--- src/rtl/acq_pkg.sv ---
// acq_pkg: shared definitions for the acquisition sequencer family.
//   acq_state_t  - sequencer state encoding (IDLE=0 .. RUN=4)
//   CTRL_RESET   - ADC control word driven to every lane out of reset
//   AGC_RESET    - AGC DAC code driven out of reset
package acq_pkg;

    typedef enum logic [2:0] {
        AcqIdle   = 3'd0,
        AcqClear  = 3'd1,
        AcqLoad   = 3'd2,
        AcqSettle = 3'd3,
        AcqRun    = 3'd4
    } acq_state_t;

    localparam logic [9:0]  CTRL_RESET = 10'b0010000011;
    localparam logic [11:0] AGC_RESET  = 12'h333;

endpackage

--- src/rtl/acq_blk_rdy.sv ---
// acq_blk_rdy: registered "at least one full host block buffered" flag.
//   clk, arstn  - clock, asynchronous active-low reset
//   clr_i       - FIFO clear for the coming cycle; forces the flag low
//   wrcnt_i     - FIFO write-side fill count (words)
//   blk_rdy_o   - wrcnt * BYTES_PER_WORD >= BLOCKSIZE, one cycle late
module acq_blk_rdy #(
    parameter int unsigned WRCNT_W        = 12,
    parameter int unsigned BYTES_PER_WORD = 4,
    parameter int unsigned BLOCKSIZE      = 8192
) (
    input  logic               clk,
    input  logic               arstn,
    input  logic               clr_i,
    input  logic [WRCNT_W-1:0] wrcnt_i,
    output logic               blk_rdy_o
);

    // One spare bit beyond the exact product width so the multiply never wraps.
    localparam int unsigned PW = WRCNT_W + $clog2(BYTES_PER_WORD) + 1;
    localparam int unsigned CW = (PW > 32) ? PW : 32;

    logic [PW-1:0] bytes;
    logic          full;
    logic          blk_rdy_q;

    assign bytes = PW'(wrcnt_i) * PW'(BYTES_PER_WORD);
    assign full  = CW'(bytes) >= CW'(BLOCKSIZE);

    always_ff @(posedge clk or negedge arstn) begin
        if (!arstn) begin
            blk_rdy_q <= 1'b0;
        end else begin
            blk_rdy_q <= clr_i ? 1'b0 : full;
        end
    end

    assign blk_rdy_o = blk_rdy_q;

endmodule

--- src/rtl/acq_sequencer.sv ---
// acq_sequencer: ADC acquisition sequencer (CLEAR -> LOAD -> SETTLE -> RUN).
//   start_i/stop_i      - single-cycle start / abort commands
//   loop_mode_i         - restart at CLEAR when RUN expires (sampled at expiry)
//   ch_mask_i, ctrlword_in_i, agc_level_i - latched on an accepted start
//   fifo_wrcnt_i        - FIFO write count, drives blk_rdy_o
//   adc_*_o, agc_*_o    - ADC control/enable and AGC DAC load outputs
//   fifo_clr_o          - FIFO clear during CLEAR
//   blk_rdy_o, busy_o, state_o - status
// All outputs are registered; they are computed from the next state.
module acq_sequencer
    import acq_pkg::*;
#(
    parameter int unsigned NCH            = 2,
    parameter int unsigned CTRL_W         = 10,
    parameter int unsigned AGC_W          = 12,
    parameter int unsigned CNT_W          = 32,
    parameter int unsigned CLR_CYCLES     = 4,
    parameter int unsigned T_LOAD         = 100,
    parameter int unsigned T_SETTLE       = 900,
    parameter int unsigned T_RUN          = 1000000000,
    parameter int unsigned WRCNT_W        = 12,
    parameter int unsigned BYTES_PER_WORD = 4,
    parameter int unsigned BLOCKSIZE      = 8192
) (
    input  logic                  clk,
    input  logic                  arstn,
    input  logic                  start_i,
    input  logic                  stop_i,
    input  logic                  loop_mode_i,
    input  logic [NCH-1:0]        ch_mask_i,
    input  logic [NCH*CTRL_W-1:0] ctrlword_in_i,
    input  logic [AGC_W-1:0]      agc_level_i,
    input  logic [WRCNT_W-1:0]    fifo_wrcnt_i,
    output logic [NCH*CTRL_W-1:0] adc_ctrlword_o,
    output logic [NCH-1:0]        adc_ldctrl_o,
    output logic [NCH-1:0]        adc_enable_o,
    output logic [AGC_W-1:0]      agc_data_o,
    output logic                  agc_load_o,
    output logic                  fifo_clr_o,
    output logic                  blk_rdy_o,
    output logic                  busy_o,
    output logic [2:0]            state_o
);

    localparam logic [2:0] StIdle   = AcqIdle;
    localparam logic [2:0] StClear  = AcqClear;
    localparam logic [2:0] StLoad   = AcqLoad;
    localparam logic [2:0] StSettle = AcqSettle;
    localparam logic [2:0] StRun    = AcqRun;

    // Timer holds "cycles left in phase minus one"; zero marks the last cycle.
    localparam bit               RunForever = (T_RUN == 0);
    localparam logic [CNT_W-1:0] ClrLast    = CNT_W'(CLR_CYCLES - 1);
    localparam logic [CNT_W-1:0] LoadLast   = CNT_W'(T_LOAD - 1);
    localparam logic [CNT_W-1:0] SettleLast = CNT_W'(T_SETTLE - 1);
    localparam logic [CNT_W-1:0] RunLast    = RunForever ? '0 : CNT_W'(T_RUN - 1);

    logic [2:0]            state_q, state_d;
    logic [CNT_W-1:0]      timer_q, timer_d;
    logic [NCH-1:0]        mask_q, mask_d;
    logic [NCH*CTRL_W-1:0] ctrl_q, ctrl_d;
    logic [AGC_W-1:0]      agc_q, agc_d;
    logic [NCH-1:0]        ldctrl_q, enable_q;
    logic                  agc_load_q, fifo_clr_q, busy_q;
    logic                  last;
    logic                  fifo_clr_d;

    assign last = (timer_q == '0);

    always_comb begin
        state_d = state_q;
        timer_d = timer_q;
        mask_d  = mask_q;
        ctrl_d  = ctrl_q;
        agc_d   = agc_q;
        if (!last) begin
            timer_d = timer_q - 1'b1;
        end
        if (stop_i) begin
            // Abort from any state; in IDLE this also discards a same-cycle start.
            state_d = StIdle;
            timer_d = '0;
        end else begin
            unique case (state_q)
                StIdle: begin
                    if (start_i && (|ch_mask_i)) begin
                        state_d = StClear;
                        timer_d = ClrLast;
                        mask_d  = ch_mask_i;
                        ctrl_d  = ctrlword_in_i;
                        agc_d   = agc_level_i;
                    end
                end
                StClear: begin
                    if (last) begin
                        state_d = StLoad;
                        timer_d = LoadLast;
                    end
                end
                StLoad: begin
                    if (last) begin
                        state_d = StSettle;
                        timer_d = SettleLast;
                    end
                end
                StSettle: begin
                    if (last) begin
                        state_d = StRun;
                        timer_d = RunLast;
                    end
                end
                StRun: begin
                    if (!RunForever && last) begin
                        if (loop_mode_i) begin
                            state_d = StClear;
                            timer_d = ClrLast;
                        end else begin
                            state_d = StIdle;
                        end
                    end
                end
                default: begin
                    state_d = StIdle;
                    timer_d = '0;
                end
            endcase
        end
    end

    assign fifo_clr_d = (state_d == StClear);

    always_ff @(posedge clk or negedge arstn) begin
        if (!arstn) begin
            state_q    <= StIdle;
            timer_q    <= '0;
            mask_q     <= '0;
            ctrl_q     <= {NCH{CTRL_W'(CTRL_RESET)}};
            agc_q      <= AGC_W'(AGC_RESET);
            ldctrl_q   <= '0;
            enable_q   <= '0;
            agc_load_q <= 1'b0;
            fifo_clr_q <= 1'b0;
            busy_q     <= 1'b0;
        end else begin
            state_q    <= state_d;
            timer_q    <= timer_d;
            mask_q     <= mask_d;
            ctrl_q     <= ctrl_d;
            agc_q      <= agc_d;
            ldctrl_q   <= (state_d == StLoad && timer_d == '0) ? mask_d : '0;
            enable_q   <= (state_d == StRun) ? mask_d : '0;
            // RUN is only ever entered from SETTLE, so this is the first RUN cycle.
            agc_load_q <= (state_d == StRun) && (state_q != StRun);
            fifo_clr_q <= fifo_clr_d;
            busy_q     <= (state_d != StIdle);
        end
    end

    acq_blk_rdy #(
        .WRCNT_W        (WRCNT_W),
        .BYTES_PER_WORD (BYTES_PER_WORD),
        .BLOCKSIZE      (BLOCKSIZE)
    ) u_blk_rdy (
        .clk       (clk),
        .arstn     (arstn),
        .clr_i     (fifo_clr_d),
        .wrcnt_i   (fifo_wrcnt_i),
        .blk_rdy_o (blk_rdy_o)
    );

    assign adc_ctrlword_o = ctrl_q;
    assign adc_ldctrl_o   = ldctrl_q;
    assign adc_enable_o   = enable_q;
    assign agc_data_o     = agc_q;
    assign agc_load_o     = agc_load_q;
    assign fifo_clr_o     = fifo_clr_q;
    assign busy_o         = busy_q;
    assign state_o        = state_q;

endmodule

--- config.mk ---
export PLATFORM = sky130hd
export DESIGN_NAME = acq_sequencer
export DESIGN_NICKNAME = d
export VERILOG_FILES = /design/src/rtl/acq_pkg.sv /design/src/rtl/acq_blk_rdy.sv /design/src/rtl/acq_sequencer.sv
export SDC_FILE = /design/constraint.sdc
export NUM_CORES = 1
export LEC_CHECK = 0
export ABC_AREA = 1
export BUFFER_PORTS_ARGS = -buffer_cell sky130_fd_sc_hd__buf_2
export CAP_MARGIN = 20
export CORE_MARGIN = 5
export CORE_UTILIZATION = 25
export CTS_CLUSTER_SIZE = 28
export DETAILED_ROUTE_END_ITERATION = 10
export PLACE_DENSITY_LB_ADDON = 0.08
export SETUP_SLACK_MARGIN = 0.2
export SYNTH_ARGS = -nofsm -noshare
export SYNTH_HDL_FRONTEND = slang
export SYNTH_SLANG_ARGS = --single-unit
--- constraint.sdc ---
create_clock -name clk -period 3.13 [get_ports clk]
set_input_delay 0.626 -clock clk [delete_from_list [all_inputs] [get_ports clk]]
set_output_delay 0.626 -clock clk [all_outputs]
set_load 0.01 [all_outputs]
==> results of run 1 <==
-- stage by stage --
| stage | setup slack [ns] | total power [mW] | hold WS [ns] | cell area, µm² |
|---|---|---|---|---|
| 2_1_floorplan | 0.838 | 4.62 | 0.330 | 4620 |
| 3_3_place_gp | 0.278 | 5.87 | 0.481 | 5380 |
| 3_5_place_dp | 0.249 | 5.86 | 0.489 | 5380 |
| 4_1_cts | 0.218 | 7.02 | 0.489 | 5690 |
| 5_1_grt | 0.198 | 7.66 | 0.123 | 5740 |
| 6_report | 0.439 | 7.00 | 0.124 | 5740 |
-- sequential cells by signal, summed over array words and instances, names as in the netlist --
signal               cells
timer_q                 32
adc_ctrlword_o          20
agc_data_o              12
state_o                  3
adc_enable_o             2
adc_ldctrl_o             2
mask_q                   2
agc_load_o               1
busy_o                   1
fifo_clr_o               1
u_blk_rdy.blk_rdy_o      1
-- per-layer routing --
layer | GRT usage (%) | vias up | routed length [µm]
li1 | - | 2122 | -
met1 | 18.4 | 1952 | 6580
met2 | 22.2 | 114 | 6600
met3 | 3.11 | 16 | 982
met4 | 4.70 | 0 | 222
met5 | 0 | - | 0
-- worst reg2reg max path, cell delays in order (launching register included) --
cell and delay, ns:
dfrtp_1 0.41, nor2_1 0.20, nand2_1 0.15, nor2_4 0.15, nand2_4 0.10, nor2_8 0.17, buf_4 0.16, nand2_2 0.10
nand2_1 0.11, nand2_1 0.05, nand2_1 0.05, nand2_1 0.04, nand2_1 0.22, nand3_1 0.11, nor2_1 0.18, nand2_1 0.08
nor2_1 0.12, nand3_1 0.11, nor2_1 0.11
-- final cells by class --
class | count | area [µm²]
flip-flops and latches | 77 | 1940
well taps | 229 | 287
clock buffers | 9 | 225
multi-input cells | 445 | 2330
clock inverters | 7 | 82.6
inverters | 79 | 297
fillers | 1930 | 12300
repair buffers | 100 | 581
-- what timing repair did --
item / CTS / global route
setup endpoints to repair: 0 / 2
setup buffers: 0 / 3
resized for setup: 0 / 5
-- worst max path at each step --
| stage | startpoint | endpoint | slack [ns] | cells after the start |
|---|---|---|---|---|
| floorplan | timer_q[0] | adc_ldctrl_o[0] | 0.84 | 17 |
| global placement | timer_q[1] | adc_ldctrl_o[0] | 0.28 | 17 |
| detailed placement | timer_q[1] | adc_ldctrl_o[0] | 0.25 | 19 |
| CTS | timer_q[1] | adc_ldctrl_o[0] | 0.22 | 19 |
| global route | timer_q[6] | adc_ldctrl_o[0] | 0.20 | 18 |
| finish | timer_q[23] | adc_ldctrl_o[0] | 0.44 | 18 |
-- power groups by stage --
| stage | Clock (mW) | Combinational (mW) | Sequential (mW) |
|---|---|---|---|
| 6_report | 1.11 | 4.28 | 1.61 |
| 3_3_place_gp | 0 | 4.25 | 1.62 |
| 2_1_floorplan | 0 | 2.97 | 1.65 |
| 5_1_grt | 1.19 | 4.82 | 1.65 |
| 3_5_place_dp | 0 | 4.24 | 1.62 |
| 4_1_cts | 1.15 | 4.26 | 1.61 |
-- layout by cell type, fill, tap and decap left out, types with 14 or more instances in the layout --
| cell type | synthesis | routed |
|---|---|---|
| nand2_1 | 172 | 172 |
| nor2_1 | 98 | 97 |
| buf_2 | 3 | 81 |
| inv_1 | 74 | 72 |
| dfrtp_1 | 65 | 64 |
| nand3_1 | 40 | 40 |
| mux2_2 | 32 | 32 |
| o21ai_0 | 17 | 17 |
| buf_4 | 1 | 17 |
| nor2_2 | 13 | 14 |
-- cells by family (layout without fill, tap and decap cells) --
group                      Yosys count  after routing
adders and majority gates            3              3
muxes                               32             32
buffers and inverters               91            195
and+or+nand+nor                    360            360
AOI/OAI and AO/OA                   30             30
DFF                                 77             77
xor gates and xnor gates            20             20
==> impl_metrics.json, run 1 <==
{
  "synth_adder_area_share_pct": 0.812,
  "diodes": 0,
  "rows": 49,
  "yosys-top-cells-count": "nand2_1 (172), nor2_1 (98), inv_1 (74), dfrtp_1 (65), nand3_1 (40)",
  "utilization_pct": 31.8,
  "worstReg2RegStart": "timer_q[23]",
  "setup_tns_ns": 0,
  "combPwrFrac_pct": 61.2,
  "drive_gt1_share_pct": 27.9,
  "synth-edff-count": 0,
  "critPathSlowestCell": "dfrtp_1",
  "ys_warn_count": 0,
  "core_um2": 18100,
  "slew_viol_final": 0,
  "cts_buffers": 9,
  "drc": 0,
  "synth-simple-area-share_pct": 34.4,
  "vias": 4204,
  "grt_pass1_vias": 4365,
  "ys_types": 34,
  "critPathBufInv": 1,
  "ff2ff_path_depth": 18,
  "die_x_um": 146,
  "dieArea_um2": 21300,
  "rr_endpoint": "adc_ldctrl_o[0]",
  "drt-pass1-iter-count": 4,
  "syn_area_um2": 4620,
  "p_seq_share_pct": 23.0,
  "dp_hpwl_um": 11100,
  "worst_ep_arrival_time_ns": 2.96,
  "reg2reg_setup_slack_ns": 0.44,
  "antenna_found_initial": 0,
  "die_h_um": 146,
  "p_sw_share_pct": 50.1,
  "path_delay_family": "simple AND/OR/NAND/NOR gates",
  "clk_latency_ns": 0.35,
  "hold_class": "in -> async",
  "stdcell_count": 946,
  "drtAntennaViolNets": 0,
  "grt.total_usage_pct": 13.8,
  "fmax_mhz": 372,
  "avgRoutedWirePerCell_um": 15.2,
  "timing.final.crit_share_pct": 86.0,
  "p_clk_share_pct": 15.8,
  "period_minus_slack_ns": 2.69,
  "synthArstFlopShare_pct": 100,
  "first_iter_violations": 250,
  "routed_wl_um": 14400,
  "endpoint_kind": "flop",
  "leakagePower_nw": 3.22,
  "synthFlopType": "dfrtp_1",
  "synth-xor-area-share_pct": 3.79,
  "maxCapViolCount": 0,
  "cts_tree": "yes",
  "ios": 94,
  "syn_nets": 667,
  "portBuffers": 82,
  "slew_headroom_pct": 67.4,
  "synth_compound_area_share_pct": 3.52,
  "synth.area.top_cells": "dfrtp_1 (35%), nand2_1 (14%), nor2_1 (8.0%)",
  "status": "complete, no violations",
  "clk_path_buf_depth": 2,
  "setup_violations": 0,
  "p_switching_mw": 3.51,
  "crit_path_max_fanout": 6,
  "yosysSeqAreaShare_pct": 42.0,
  "hold_viol_final": 0,
  "clock_skew_ns": 0.00826,
  "clk_pin_slew_ns": 0.06,
  "syn_to_final_growth_pct": 24.3,
  "internal_power_mw": 3.49,
  "crit_top_cell": "nand2_1",
  "root_buffer": "clkbuf_16",
  "via_per_inst": 4.44,
  "peakVddDrop_mv": 0.372,
  "synth_top_family_by_area": "simple AND/OR/NAND/NOR gates",
  "rsz0062_at_grt": "no",
  "cts.sinks": 77,
  "grt_overflow": 0,
  "dp_cells": 926,
  "startpoint_type": "flop",
  "grt_pass1_wl_um": 23300,
  "power_density_nw_per_um2": 1220,
  "synth_top_area_share_pct": 35.2,
  "synth_largest_area_cell": "dfrtp_1",
  "critPathMaxStageDelay_ns": 0.41,
  "worstMarginPinSlew_ns": 0.488,
  "gp_congestion": 0.836,
  "hold_buffers": 0,
  "htreeDepth": 3,
  "grt_max_degree": 78,
  "nets": 766,
  "syn_inst": 613,
  "crit_chain": "nor2_1 -> nand2_1 -> nor2_4 -> nand2_4 -> nor2_8 -> buf_4 -> nand2_2 -> nand2_1 -> nand2_1 -> nand2_1 -> nand2_1 -> nand2_1 -> nand3_1 -> nor2_1 -> nand2_1 -> nor2_1 -> nand3_1 -> nor2_1",
  "synth.avg_cell_area_um2": 7.54,
  "path_class": "reg -> reg",
  "ys_ff_latch": 77,
  "critPathRequiredTime_ns": 3.40,
  "yosysMostFrequentCell": "nand2_1",
  "synth.mux.area_fraction_pct": 7.80,
  "initial_utilization_pct": 25.6
}
Note: power is estimated with default switching activity, not from simulation.
==> inputs of run 2 (changes only) <==
BUFFER_PORTS_ARGS = unset   (was -buffer_cell sky130_fd_sc_hd__buf_2)
DONT_BUFFER_PORTS = 1   (was unset)
==> run 2 against run 1 <==
Net effect:
- design area down 6.0%
- register-to-register slack about the same
- global-route usage about the same
- core utilization down 1.9 points
- fmax up 0.19%
- critical endpoint unchanged
==> impl_metrics.json, run 2 (same netlist as run 1, synthesis figures left out) <==
{
  "drt-pass1-iter-count": 5,
  "endpoint_kind": "flop",
  "slew_headroom_pct": 62.5,
  "final_common_cell": "nand2_1",
  "clock_skew_ns": 0.0111,
  "peakVddDrop_mv": 0.470,
  "htreeDepth": 3,
  "critPathRequiredTime_ns": 3.40,
  "status": "complete, no violations",
  "period_minus_slack_ns": 2.69,
  "fmax_mhz": 372,
  "cts_tree": "yes",
  "largest_reg_flops": 32,
  "portBuffers": 0,
  "initial_utilization_pct": 25.6,
  "crit_chain": "nor2_2 -> nand2_1 -> nor2_4 -> nand2_4 -> nor2_8 -> nand2_2 -> nand2_4 -> nand3_2 -> nand2_1 -> nand2_1 -> nor2_1 -> nand2_1 -> nor2_1 -> nand2_1 -> nor2_1 -> nand3_1 -> nor2_1",
  "worst_slack_ns": 0.444,
  "grt_pass1_wl_um": 23200,
  "clk_pin_slew_ns": 0.07,
  "place_ws_ns": 0.248,
  "worstReg2RegStart": "timer_q[14]",
  "hold_viol_final": 0,
  "crit_top_cell": "nand2_1",
  "dieArea_um2": 21300,
  "leakagePower_nw": 2.92,
  "setup_tns_ns": 0,
  "startpoint_type": "flop",
  "cts_buffers": 9,
  "drive_gt1_share_pct": 19.7,
  "core_um2": 18100,
  "grt.total_usage_pct": 13.9,
  "layout_common_cells": "nand2_1 (171), nor2_1 (93), inv_1 (72)",
  "utilization_pct": 29.8,
  "die_x_um": 146,
  "cts.sinks": 77,
  "hold_class": "in -> async",
  "gp_congestion": 0.944,
  "avgRoutedWirePerCell_um": 16.7,
  "antenna_found_initial": 0,
  "drtAntennaViolNets": 0,
  "critPathMaxStageDelay_ns": 0.44,
  "largest-register": "timer_q",
  "grt_max_degree": 66,
  "drc": 0,
  "rsz0062_at_grt": "no",
  "worst_ep_arrival_time_ns": 2.95,
  "ff2ff_path_depth": 17,
  "maxCapViolCount": 0,
  "dpl_cell_area_um2": 4970,
  "reg2reg_setup_slack_ns": 0.44,
  "nets": 687,
  "routed_wl_um": 14500,
  "root_buffer": "clkbuf_16",
  "grt_overflow": 0,
  "slew_viol_final": 0,
  "crit_path_max_fanout": 11,
  "syn_to_final_growth_pct": 16.8,
  "setup_violations": 0,
  "timing.final.crit_share_pct": 85.8,
  "diodes": 0,
  "dp_hpwl_um": 10900,
  "fin_area_um2": 5400,
  "ios": 94,
  "via_per_inst": 4.61,
  "grt_pass1_vias": 4145,
  "rr_endpoint": "adc_ldctrl_o[0]",
  "critPathSlowestCell": "dfrtp_1",
  "worstMarginPinSlew_ns": 0.560,
  "path_class": "reg -> reg",
  "clk_path_buf_depth": 2,
  "vias": 3993,
  "power_density_nw_per_um2": 1300,
  "die_h_um": 146,
  "rows": 49,
  "clk_latency_ns": 0.34,
  "first_iter_violations": 206,
  "holdWs_ns": 0.126
}
[run 2: how the worst max path moves through the flow]
stage	startpoint	endpoint	slack, ns	depth (start not counted)
floorplan	timer_q[0]	adc_ldctrl_o[0]	0.84	17
global placement	timer_q[1]	adc_ldctrl_o[0]	0.25	17
detailed placement	timer_q[1]	adc_ldctrl_o[1]	0.25	17
CTS	timer_q[1]	adc_ldctrl_o[0]	0.21	17
global route	timer_q[23]	adc_ldctrl_o[1]	0.20	16
finish	timer_q[14]	adc_ldctrl_o[0]	0.44	17
[run 2: power breakdown]
| part | switching (mW) | internal, mW |
|---|---|---|
| Combinational | 2.67 | 1.41 |
| Clock | 0.483 | 0.714 |
| Sequential | 0.391 | 1.36 |
[run 2: worst max-delay path, delay by kind of cell, from the launching register on]
| kind | cells | cell delay [ns] |
|---|---|---|
| simple gates | 17 | 2.15 |
| flops | 1 | 0.44 |
[run 2: cell type report]
type                    instances  area [µm²]
inverters                      79         297
fillers                      1942       12700
flip-flops and latches         77        1940
clock buffers                   9         225
multi-input cells             445        2360
repair buffers                 21         178
clock inverters                 7         106
well taps                     229         287
[run 2: per-stage QoR]
stage	power (mW)	cells
6_report	7.04	867
5_1_grt	7.66	867
4_1_cts	6.97	863
3_5_place_dp	5.70	846
3_3_place_gp	5.71	846
2_1_floorplan	4.62	613
[run 2: what timing repair did]
item | 4_1_cts | 5_1_grt
hold buffers | 1 | 0
buffers inserted | 0 | 4
endpoints found under the setup margin | 0 | 2
endpoints found under the hold margin | 65 | 0
resized for setup | 0 | 13
[run 2: routing by layer]
layer	GRT usage, %	wire length (µm)
met1	18.3	6680
met2	21.5	6410
met3	3.61	946
met4	5.97	440
met5	0	0
==> inputs of run 3 (changes only) <==
clock period = 2.71 ns   (was 3.13 ns; I/O delays follow)
==> run 3 against run 2 <==
Net effect:
- clock skew down 0.00069 ns
- via count rose by 7.2%
- clock power rose by 8%
- die area unchanged
- core utilization is 3.8 points higher
- sequential share of layout area is 4.1 points lower
==> impl_metrics.json, run 3 (same netlist as run 1, synthesis figures left out) <==
{
  "rsz0062_at_grt": "yes",
  "period_minus_slack_ns": 2.50,
  "largest_reg_flops": 32,
  "drt-pass1-iter-count": 8,
  "setup_violations": 0,
  "p_total_mw": 9.42,
  "gp_congestion": 0.936,
  "dp_cells": 882,
  "grt_max_degree": 66,
  "ios": 94,
  "clk_pin_slew_ns": 0.07,
  "dp_hpwl_um": 11500,
  "grt_overflow": 0,
  "grt_pass1_wl_um": 25200,
  "power_density_nw_per_um2": 1550,
  "layout_common_cells": "nand2_1 (155), nor2_1 (82), inv_1 (70)",
  "hold_class": "in -> async",
  "drc": 0,
  "diodes": 0,
  "final_common_cell": "nand2_1",
  "dpl_cell_area_um2": 5240,
  "routed_wl_um": 15800,
  "rows": 49,
  "reg2reg_setup_slack_ns": 0.21,
  "path_class": "reg -> reg",
  "fmax_mhz": 399,
  "setup_tns_ns": 0,
  "hold_viol_final": 0,
  "die_x_um": 146,
  "first_iter_violations": 260,
  "cts_tree": "yes",
  "initial_utilization_pct": 25.6,
  "status": "complete, no violations",
  "clk_latency_ns": 0.35,
  "worstMarginPinSlew_ns": 0.519,
  "worst_ep_arrival_time_ns": 2.78,
  "crit_path_max_fanout": 6,
  "portBuffers": 0,
  "core_um2": 18100,
  "stdcell_count": 931,
  "drtAntennaViolNets": 0,
  "startpoint_type": "flop",
  "clock_skew_ns": 0.0104,
  "clk_path_buf_depth": 2,
  "vias": 4280,
  "crit_chain": "inv_2 -> ha_4 -> buf_6 -> inv_2 -> nor2_2 -> nand2_1 -> nor2_1 -> nand2_1 -> nor2_4 -> nor2_2 -> nor2_2 -> nand3_4 -> buf_6 -> buf_6 -> nand2_2 -> nand2_2 -> nand2_2 -> nand2_2 -> nor2_2 -> nand3_2 -> nor2_1",
  "critPathMaxStageDelay_ns": 0.40,
  "die_h_um": 146,
  "htreeDepth": 3,
  "worstReg2RegStart": "timer_q[0]",
  "grt.total_usage_pct": 15.1,
  "cts.sinks": 77,
  "via_per_inst": 4.60,
  "critPathRequiredTime_ns": 2.98,
  "nets": 751,
  "peakVddDrop_mv": 0.493,
  "utilization_pct": 33.7,
  "slew_headroom_pct": 65.2,
  "critPathSlowestCell": "dfrtp_1",
  "root_buffer": "clkbuf_16",
  "place_ws_ns": 0.0495,
  "syn_to_final_growth_pct": 31.7,
  "fin_area_um2": 6090,
  "largest-register": "timer_q",
  "maxCapViolCount": 0,
  "grt_pass1_vias": 4558,
  "setup.worst_path.start": "timer_q[0]",
  "timing.final.crit_share_pct": 92.4,
  "cts_buffers": 9,
  "holdWs_ns": 0.0366,
  "worst_slack_ns": 0.206,
  "antenna_found_initial": 0,
  "endpoint_kind": "flop",
  "leakagePower_nw": 3.28,
  "avgRoutedWirePerCell_um": 16.9,
  "slew_viol_final": 0,
  "drive_gt1_share_pct": 31.9,
  "dieArea_um2": 21300
}
==> run 3: worst paths after layout <==
kind / to / cells after the start
worst min register to register: adc_ctrlword_o[16] / 1
max in group asynchronous: timer_q[9] / 1
worst min-delay path: adc_ctrlword_o[10] / 0
worst max-delay path: adc_ldctrl_o[0] / 21
worst max register to register: adc_ldctrl_o[0] / 21
min in group clk: timer_q[25] / 1
==> run 3: final cells by class <==
| type | count | area (µm²) |
|---|---|---|
| Clock buffer | 9 | 225 |
| Clock inverter | 7 | 81.3 |
| Fill cell | 1885 | 12000 |
| Inverter | 79 | 297 |
| Multi-Input combinational cell | 446 | 2520 |
| Sequential cell | 77 | 1940 |
| Tap cell | 229 | 287 |
| Timing Repair Buffer | 84 | 736 |
==> run 3: timing repair <==
item / in CTS / in global routing
gates resized for setup: 58 / 18
endpoints found under the setup margin: 2 / 3
hold endpoints to repair: 65 / 0
pin swaps: 27 / 7
gates cloned: 2 / 0
hold buffers: 1 / 0
buffers inserted: 27 / 3
==> run 3: power by group <==
part / internal [mW] / switching (mW)
logic: 2.57 / 3.56
registers: 1.58 / 0.409
clock network: 0.728 / 0.576
==> run 3: metal layers <==
metal  vias to the layer above  wire length, µm  GRT usage, %
met5                         -                0             0
met2                       138             7400          24.3
met4                         0              467          7.06
met1                      2022             7030          19.3
li1                       2093                -             -
met3                        27              873          3.33
==> run 3: critical path: cells and delay by family, from the launching register on <==
family | cells | cell delay, ns
DFF | 1 | 0.40
buffers and inverters | 5 | 0.49
adders and majority gates | 1 | 0.14
and+or+nand+nor | 15 | 1.38
